[src/rtl/core_pkg.sv]
// Types and constants shared by the front-end pipeline stages (fetch_unit, instr_reg).
// Holds the canonical NOP encoding and the fetch FSM state type.
package core_pkg;

    localparam logic [31:0] NOP_INSTR = 32'h00000013;  // addi x0, x0, 0

    typedef enum logic [1:0] {
        S_REQ   = 2'd0,
        S_WAIT  = 2'd1,
        S_DRAIN = 2'd2
    } fetch_state_t;

endpackage

[src/rtl/fetch_unit.sv]
// Instruction fetch: owns the PC, issues one outstanding I-cache request, and buffers one
// returned instruction for IF/ID. Redirects flush the buffer and drop any in-flight response.
module fetch_unit
    import core_pkg::*;
#(
    parameter int            n        = 32,
    parameter logic [n-1:0]  RESET_PC = '0
) (
    input  logic          clk,
    input  logic          reset,
    input  logic          L1_busy,
    input  logic          redirect_valid,
    input  logic [n-1:0]  redirect_pc,
    output logic          imem_req,
    output logic [n-1:0]  imem_addr,
    input  logic          imem_ready,
    input  logic          imem_rvalid,
    input  logic [n-1:0]  imem_rdata,
    output logic [n-1:0]  instruction_next,
    output logic [n-1:0]  pc_next,
    output logic [n-1:0]  pc_plus_four_next,
    output logic          fetch_busy
);

    localparam logic [n-1:0] NOP  = n'(NOP_INSTR);
    localparam logic [n-1:0] FOUR = n'(4);

    fetch_state_t  state, state_nxt;
    logic [n-1:0]  pc, pc_nxt;
    logic [n-1:0]  buf_instr, buf_instr_nxt;
    logic [n-1:0]  buf_pc, buf_pc_nxt;
    logic          buf_valid, buf_valid_nxt;
    logic          consume;
    logic          fill;
    logic [n-1:0]  redirect_target;

    assign consume         = buf_valid & ~L1_busy;
    assign redirect_target = redirect_pc & ~n'(3);

    always_ff @(posedge clk or posedge reset) begin
        if (reset) begin
            state     <= S_REQ;
            pc        <= RESET_PC;
            buf_valid <= 1'b0;
            buf_instr <= NOP;
            buf_pc    <= RESET_PC;
        end else begin
            state     <= state_nxt;
            pc        <= pc_nxt;
            buf_valid <= buf_valid_nxt;
            buf_instr <= buf_instr_nxt;
            buf_pc    <= buf_pc_nxt;
        end
    end

    always_comb begin
        state_nxt     = state;
        pc_nxt        = pc;
        buf_valid_nxt = buf_valid;
        buf_instr_nxt = buf_instr;
        buf_pc_nxt    = buf_pc;
        imem_req      = 1'b0;
        fill          = 1'b0;

        if (consume)
            buf_valid_nxt = 1'b0;

        case (state)
            S_REQ: begin
                // Only ask for a new word when the buffer will have room for it at the fill edge.
                imem_req = (~buf_valid | consume) & ~redirect_valid & ~reset;
                if (imem_req && imem_ready)
                    state_nxt = S_WAIT;
            end
            S_WAIT: begin
                if (imem_rvalid) begin
                    state_nxt = S_REQ;
                    fill      = ~redirect_valid;
                end else if (redirect_valid) begin
                    state_nxt = S_DRAIN;
                end
            end
            S_DRAIN: begin
                if (imem_rvalid)
                    state_nxt = S_REQ;
            end
            default: state_nxt = S_REQ;
        endcase

        if (fill) begin
            buf_valid_nxt = 1'b1;
            buf_instr_nxt = imem_rdata;
            buf_pc_nxt    = pc;
            pc_nxt        = pc + FOUR;
        end

        if (redirect_valid) begin
            pc_nxt        = redirect_target;
            buf_valid_nxt = 1'b0;
        end
    end

    assign imem_addr         = pc;
    assign instruction_next  = buf_valid ? buf_instr : NOP;
    assign pc_next           = buf_pc;
    assign pc_plus_four_next = buf_pc + FOUR;
    assign fetch_busy        = ~buf_valid;

`ifndef SYNTHESIS
    always @(posedge clk) begin
        if (!reset) begin
            assert (!imem_rvalid || state == S_WAIT || state == S_DRAIN)
                else $error("fetch_unit: imem_rvalid with no request outstanding");
            assert (imem_addr[1:0] == 2'b00)
                else $error("fetch_unit: misaligned imem_addr");
            assert (!(fill && buf_valid && !consume))
                else $error("fetch_unit: fill into an occupied buffer");
        end
    end
`endif

endmodule

[config.mk]
export PLATFORM = sky130hd
export DESIGN_NAME = fetch_unit
export DESIGN_NICKNAME = d
export VERILOG_FILES = /design/src/rtl/core_pkg.sv /design/src/rtl/fetch_unit.sv
export SDC_FILE = /design/constraint.sdc
export NUM_CORES = 1
export LEC_CHECK = 0
export CORE_MARGIN = 10
export CORE_UTILIZATION = 47
export CTS_BUF_LIST = sky130_fd_sc_hd__clkbuf_16
export DETAILED_ROUTE_END_ITERATION = 6
export GPL_TIMING_DRIVEN = 0
export PLACE_DENSITY = 0.84
export SLEW_MARGIN = 20
export SYNTH_ARGS = -nofsm -noshare
export SYNTH_HDL_FRONTEND = slang
export SYNTH_SLANG_ARGS = --single-unit
[constraint.sdc]
create_clock -name clk -period 6.97 [get_ports clk]
set_clock_uncertainty 0.1 [all_clocks]
set_input_delay 1.394 -clock clk [delete_from_list [all_inputs] [get_ports clk]]
set_output_delay 1.394 -clock clk [all_outputs]
set_load 0.02 [all_outputs]
==> results of run 1 <==
## layer usage
| metal | part of all wire [%] | track usage (%) | routed length (um) |
|---|---|---|---|
| met1 | 37 | 24.3 | 6250 |
| met2 | 50 | 37.5 | 8440 |
| met4 | 4.9 | 12.2 | 823 |
| met5 | 0 | 0 | 0 |
| met3 | 7.2 | 4.01 | 1210 |
## synthesized netlist by cell type (5+ instances only)
master and n:
nor4_1 9, o31ai_1 11, and4_1 8, buf_4 6, dfrtp_1 92, xnor2_1 34, clkbuf_1 17, inv_1 9
and2_1 30, nand3_1 28, and3_1 7, nor2_1 22, nand4_1 14, a31oi_1 13, xor2_1 7, nor3_1 5
o21ai_0 18, mux2_2 61, nand2_1 34, or4_1 15
## metrics by stage
step,instances,util (%),instance area [um^2],hold WS [ns]
2_1_floorplan,482,-,5020,0.369
3_3_place_gp,809,68.8,7100,0.381
3_5_place_dp,810,69.1,7130,0.388
4_1_cts,825,71.8,7410,0.402
5_1_grt,825,71.9,7430,0.419
6_report,825,71.9,7430,0.399
## cell families after synthesis
family	count (synthesis)
XOR/XNOR	41
buffers and inverters	38
AO/OA/AOI/OAI	49
other	1
flip-flops	95
AND/OR/NAND/NOR	189
adder cells (fa/ha/maj)	2
multiplexers	62
## worst max-delay path: cells and delay by family
family / cells / cell delay (ns)
buffers and inverters: 4 / 1.79
and+or+nand+nor: 2 / 0.40
## sequential cells by signal, indices dropped and copies added (netlist names)
register	count
imem_addr	30
state	2
buf_instr	32
buf_valid	1
pc_next	30
## layout make-up
type                       count  area, um^2  area share (%)
buffer                        29         143            1.92
sequential                    95        2380            32.1
tap                          136         170            2.29
multi-input combinational    349        2470            33.3
timing repair buffer         192        1940            26.1
clock buffer                   9         225            3.03
inverter                       9        38.8           0.522
clock inverter                 6        53.8           0.725
## power breakdown
group	internal, W	total [W]	switching [W]
Combinational	0.000425	0.000806	0.000381
Sequential	0.000690	0.000842	0.000152
Clock	0.000272	0.000473	0.000201
## how the worst max path moves through the flow
| stage | end | cells after the start | from | slack (ns) |
|---|---|---|---|---|
| finish | imem_req | 6 | reset | 1.87 |
| global route | imem_req | 6 | reset | 1.66 |
| CTS | imem_req | 6 | reset | 1.80 |
| detailed placement | imem_req | 6 | reset | 1.81 |
| global placement | imem_req | 5 | reset | -0.35 |
| floorplan | imem_req | 3 | reset | 1.17 |
==> results.cfg, run 1 <==
[outcome]
outcome = finished, final reports clean

[drt]
ant_nets = 0
routedWlPerCell_um = 20.3
first_iter_violations = 274
via_per_inst = 5.56
vias = 4585
firstDrtPassIters = 7
drc = 0
routed_wl_um = 16700

[clock_tree]
clkSlewWorstSetupHoldPaths_ns = 0.06
hold_buffers = 0
htreeDepth = 3
insertion_delay_ns = 0.34
cts_tree = built
cts-buffers-inserted = 9
post_cts_resized = 0
cts_sinks = 95
clockBufferDepth = 2
post_cts_buffers = 0
cts_root_buffer = clkbuf_16

[setup_path]
end_kind = primary output
critPathMaxStageDelay_ns = 0.67
crit_chain = clkdlybuf4s50_1 > inv_6 > buf_16 > and3_1 > nor3b_1 > clkdlybuf4s50_1
r2r-end = pc_next[16]
rr_worst_depth = 4
r2r-start = state[1]
crit_required_ns = 5.48
cp-start-kind = primary input
cp_max_fo = 54
cp_common_cell = clkdlybuf4s50_1
crit_arrival_ns = 3.60
reg2reg_slack_ns = 4.34
cpMaxStageDelayCell = clkdlybuf4s50_1
crit_type = in2out

[timing]
max_freq_mhz = 196
fin_ws_ns = 1.87
worst_pin_slew_ns = 0.816
slew_viol_final = 0
rsz0062_at_grt = no
finalHoldViolations = 0
min_period_ns = 5.10
tns_ns = 0
slew_headroom_pct = 45.1
fin_crit_sh_pct = 73.1
setup-violations-final = 0

[global_routing]
track_usage_pct = 21.5
grt_pass1_vias = 4861
grt_overflow = 0
grt_max_degree = 55
antenna_found_initial = 0
grt_pass1_wl_um = 25800

[layout]
fin_nets = 757
layout_common_cells = clkdlybuf4s50_1, dfrtp_1, mux2_2, xnor2_1, nand2_1
final_layout_size_suffix_gt1_share_pct = 13.5
diodes = 0
area_growth_pct = 48.5
fill_cells = 727
final_common_cell = clkdlybuf4s50_1

[floorplan]
die_area_um2 = 15200
io_pins = 200
die_x_um = 123
rows = 37
fp.dieH_um = 123
design.core.area_um2 = 10300
start_util_pct = 48.4

[yosys]
yosysTopAreaCell = dfrtp_1
syn_inst = 477
synth_edf_count = 0
synth-xor-area-share_pct = 7.18
yosysUniqueCellTypes = 39
synth_top_area_share_pct = 46.0
synth_async_sr_flop_share_pct = 100
synthAdderAreaFrac_pct = 0.500
synth.area.top_cells = dfrtp_1, mux2_2, xnor2_1, and2_1, nand3_1
ys_ff_latch = 95
synth_area_um2 = 5000
avgSynthCellArea_um2 = 10.5
yosys-mux-area-fraction_pct = 13.9
synthSimpleGateAreaFrac_pct = 21.2
synth-main-ff-cell = dfrtp_1
ys_seq_area_share_pct = 47.6
ys_warn_count = 0
synth-compound-area-share_pct = 5.93
synth_top_family_by_area = simple AND/OR/NAND/NOR gates

[hold_path]
worstHoldPathCells = 1
worstHoldStart = buf_instr[22]
hold_class = reg2reg
min_delay_worst_endpoint = buf_instr[22]

[power]
ir_drop_uv = 171
power_density_nw_per_um2 = 286
total_power_w = 0.00212
p_leak_nw = 2.91

[flow_run]
max-cap-violations = 0

[place]
portBuffers = 191
dp_slack_ns = 1.81
gp_congestion = 0.842
dp_hpwl_um = 13000
Note: power is estimated with default switching activity, not from simulation.
==> run 2, diff against run 1 <==
--- a/config.mk
+++ b/config.mk
@@ -6,11 +6,11 @@
 export NUM_CORES = 1
 export LEC_CHECK = 0
 export CORE_MARGIN = 10
-export CORE_UTILIZATION = 47
+export CORE_UTILIZATION = 44
 export CTS_BUF_LIST = sky130_fd_sc_hd__clkbuf_16
 export DETAILED_ROUTE_END_ITERATION = 6
 export GPL_TIMING_DRIVEN = 0
-export PLACE_DENSITY = 0.84
+export PLACE_DENSITY = 0.79
 export SLEW_MARGIN = 20
 export SYNTH_ARGS = -nofsm -noshare
 export SYNTH_HDL_FRONTEND = slang
==> constraint.sdc (replaced) <==
create_clock -name clk -period 5.1 [get_ports clk]
set_clock_uncertainty 0.1 [all_clocks]
set_input_delay 1.02 -clock clk [delete_from_list [all_inputs] [get_ports clk]]
set_output_delay 1.02 -clock clk [all_outputs]
set_load 0.02 [all_outputs]
==> run 2 against run 1 <==
Net effect: sequential power increased by 37%; critical path depth decreased by 1; global-route usage decreased by 1.8 points; cell count increased by 0.61%; die area increased by 5.7%; clock-buffer cell count unchanged; first-iteration DRC count increased by 3.6%; critical endpoint is now pc_plus_four_next[24].
==> results.cfg, run 2 (synthesized netlist as in run 1, its figures left out) <==
[outcome]
outcome = finished, final reports clean

[setup_path]
worst-path-stages = 5
critical_path_buf_inv_count = 1
end_kind = primary output
crit_chain = nand4_1 > nor4_1 > nand2_1 > xnor2_1 > clkdlybuf4s50_1
r2r-start = state[1]
crit_required_ns = 3.98
cp-start-kind = flop
critical_path.top_delay_family = simple AND/OR/NAND/NOR gates
crit_arrival_ns = 3.00
rr_worst_depth = 4
r2r-end = pc_next[20]
critPathMaxStageDelay_ns = 0.89
cpMaxStageDelayCell = nor4_1
crit_type = reg2out
cp_max_fo = 8
reg2reg_slack_ns = 2.51

[timing]
slew_viol_final = 0
fin_crit_sh_pct = 80.8
hold_ws_ns = 0.398
slew_headroom_pct = 34.7
finalHoldViolations = 0
max_freq_mhz = 243
min_period_ns = 4.12
rsz0062_at_grt = no
worst_pin_slew_ns = 0.971
setup-violations-final = 0

[place]
placedCellCount = 814
dp_hpwl_um = 12600
gp_congestion = 0.824
placed_cell_area_um2 = 7140
portBuffers = 191

[drt]
first_iter_violations = 284
ant_nets = 0
routedWlPerCell_um = 19.4
drc = 0
firstDrtPassIters = 6
vias = 4470
routed_wl_um = 16100
via_per_inst = 5.39

[global_routing]
antenna_found_initial = 0
grt_pass1_vias = 4564
track_usage_pct = 19.8
grt_pass1_wl_um = 25800
grt_max_degree = 58
grt_overflow = 0

[power]
p_leak_nw = 2.94
power_density_nw_per_um2 = 401
ir_drop_uv = 199

[floorplan]
start_util_pct = 45.5
fp.dieH_um = 127
io_pins = 200
rows = 38
die_x_um = 127
die_area_um2 = 16000
design.core.area_um2 = 11000

[layout]
fin_nets = 757
diodes = 0
largest_reg_flops = 32
fill_cells = 827
layout_common_cells = clkdlybuf4s50_1, dfrtp_1, mux2_2, xnor2_1, nand2_1
fin_area_um2 = 7480
multi_input_area_um2 = 2470
area_growth_pct = 49.6
regMostFlops = buf_instr
final_common_cell = clkdlybuf4s50_1
final_layout_size_suffix_gt1_share_pct = 13.6
final_cells = 830
regArea_um2 = 2380

[clock_tree]
clockBufferDepth = 2
cts_sinks = 95
post_cts_resized = 0
post_cts_buffers = 0
htreeDepth = 3
cts_tree = built
insertion_delay_ns = 0.34
clkSlewWorstSetupHoldPaths_ns = 0.06
cts_root_buffer = clkbuf_16
hold_buffers = 0
cts-buffers-inserted = 9

[hold_path]
worstHoldPathCells = 1
hold_class = reg2reg
min_delay_worst_endpoint = buf_instr[5]
worstHoldStart = buf_instr[5]

[flow_run]
max-cap-violations = 0
==> run 2: worst reg2reg max path: stages, from the launching register on <==
cell and delay (ns):
dfrtp_1 0.44, nand3b_1 0.32, nor2_1 0.67, clkbuf_1 0.54, mux2_2 0.41
==> run 2: power by group <==
group,total (W),switching [W],internal [W],leakage [nW]
clock,0.000754,0.000279,0.000476,0.164
combinational,0.00109,0.000513,0.000581,1.63
sequential,0.00115,0.000212,0.000942,1.15
==> run 2: final cells by class <==
type,instances,area share (%)
Multi-Input combinational cell,349,33.0
Sequential cell,95,31.8
Timing Repair Buffer,192,25.9
Clock buffer,9,3.01
Tap cell,140,2.34
Buffer,29,1.91
Clock inverter,7,1.49
Inverter,9,0.518
==> run 2: worst max-delay path by stage <==
stage | startpoint | endpoint | slack [ns]
after floorplan | reset | imem_req | 0.05
after global placement | reset | imem_req | -1.48
after detailed placement | reset | imem_req | 1.03
after CTS | pc_next[9] | pc_plus_four_next[28] | 0.74
after global routing | pc_next[9] | pc_plus_four_next[22] | 0.78
final | pc_next[9] | pc_plus_four_next[24] | 0.98
==> run 2: per-stage QoR <==
| stage | worst slack [ns] | total power (W) | utilization, % | setup TNS [ns] |
|---|---|---|---|---|
| global route | 0.784 | 0.00314 | 68.1 | 0 |
| floorplan | 0.0474 | 0.00167 | - | 0 |
| finish | 0.981 | 0.00300 | 68.1 | 0 |
| CTS | 0.744 | 0.00303 | 68.1 | 0 |
| global placement | -1.48 | 0.00223 | 64.7 | -1.48 |
| detailed placement | 1.03 | 0.00227 | 65.0 | 0 |
==> run 2: routing by layer <==
metal  share of wire, %  global-route usage (%)  vias to the layer above  wire length, um
met3                7.1                    4.41                       20             1140
met5                  0                       0                        -                0
met2                 50                    32.4                      157             8030
met1                 41                    24.9                     2166             6620
li1                   -                       -                     2127                -
met4                2.1                    7.37                        0              331
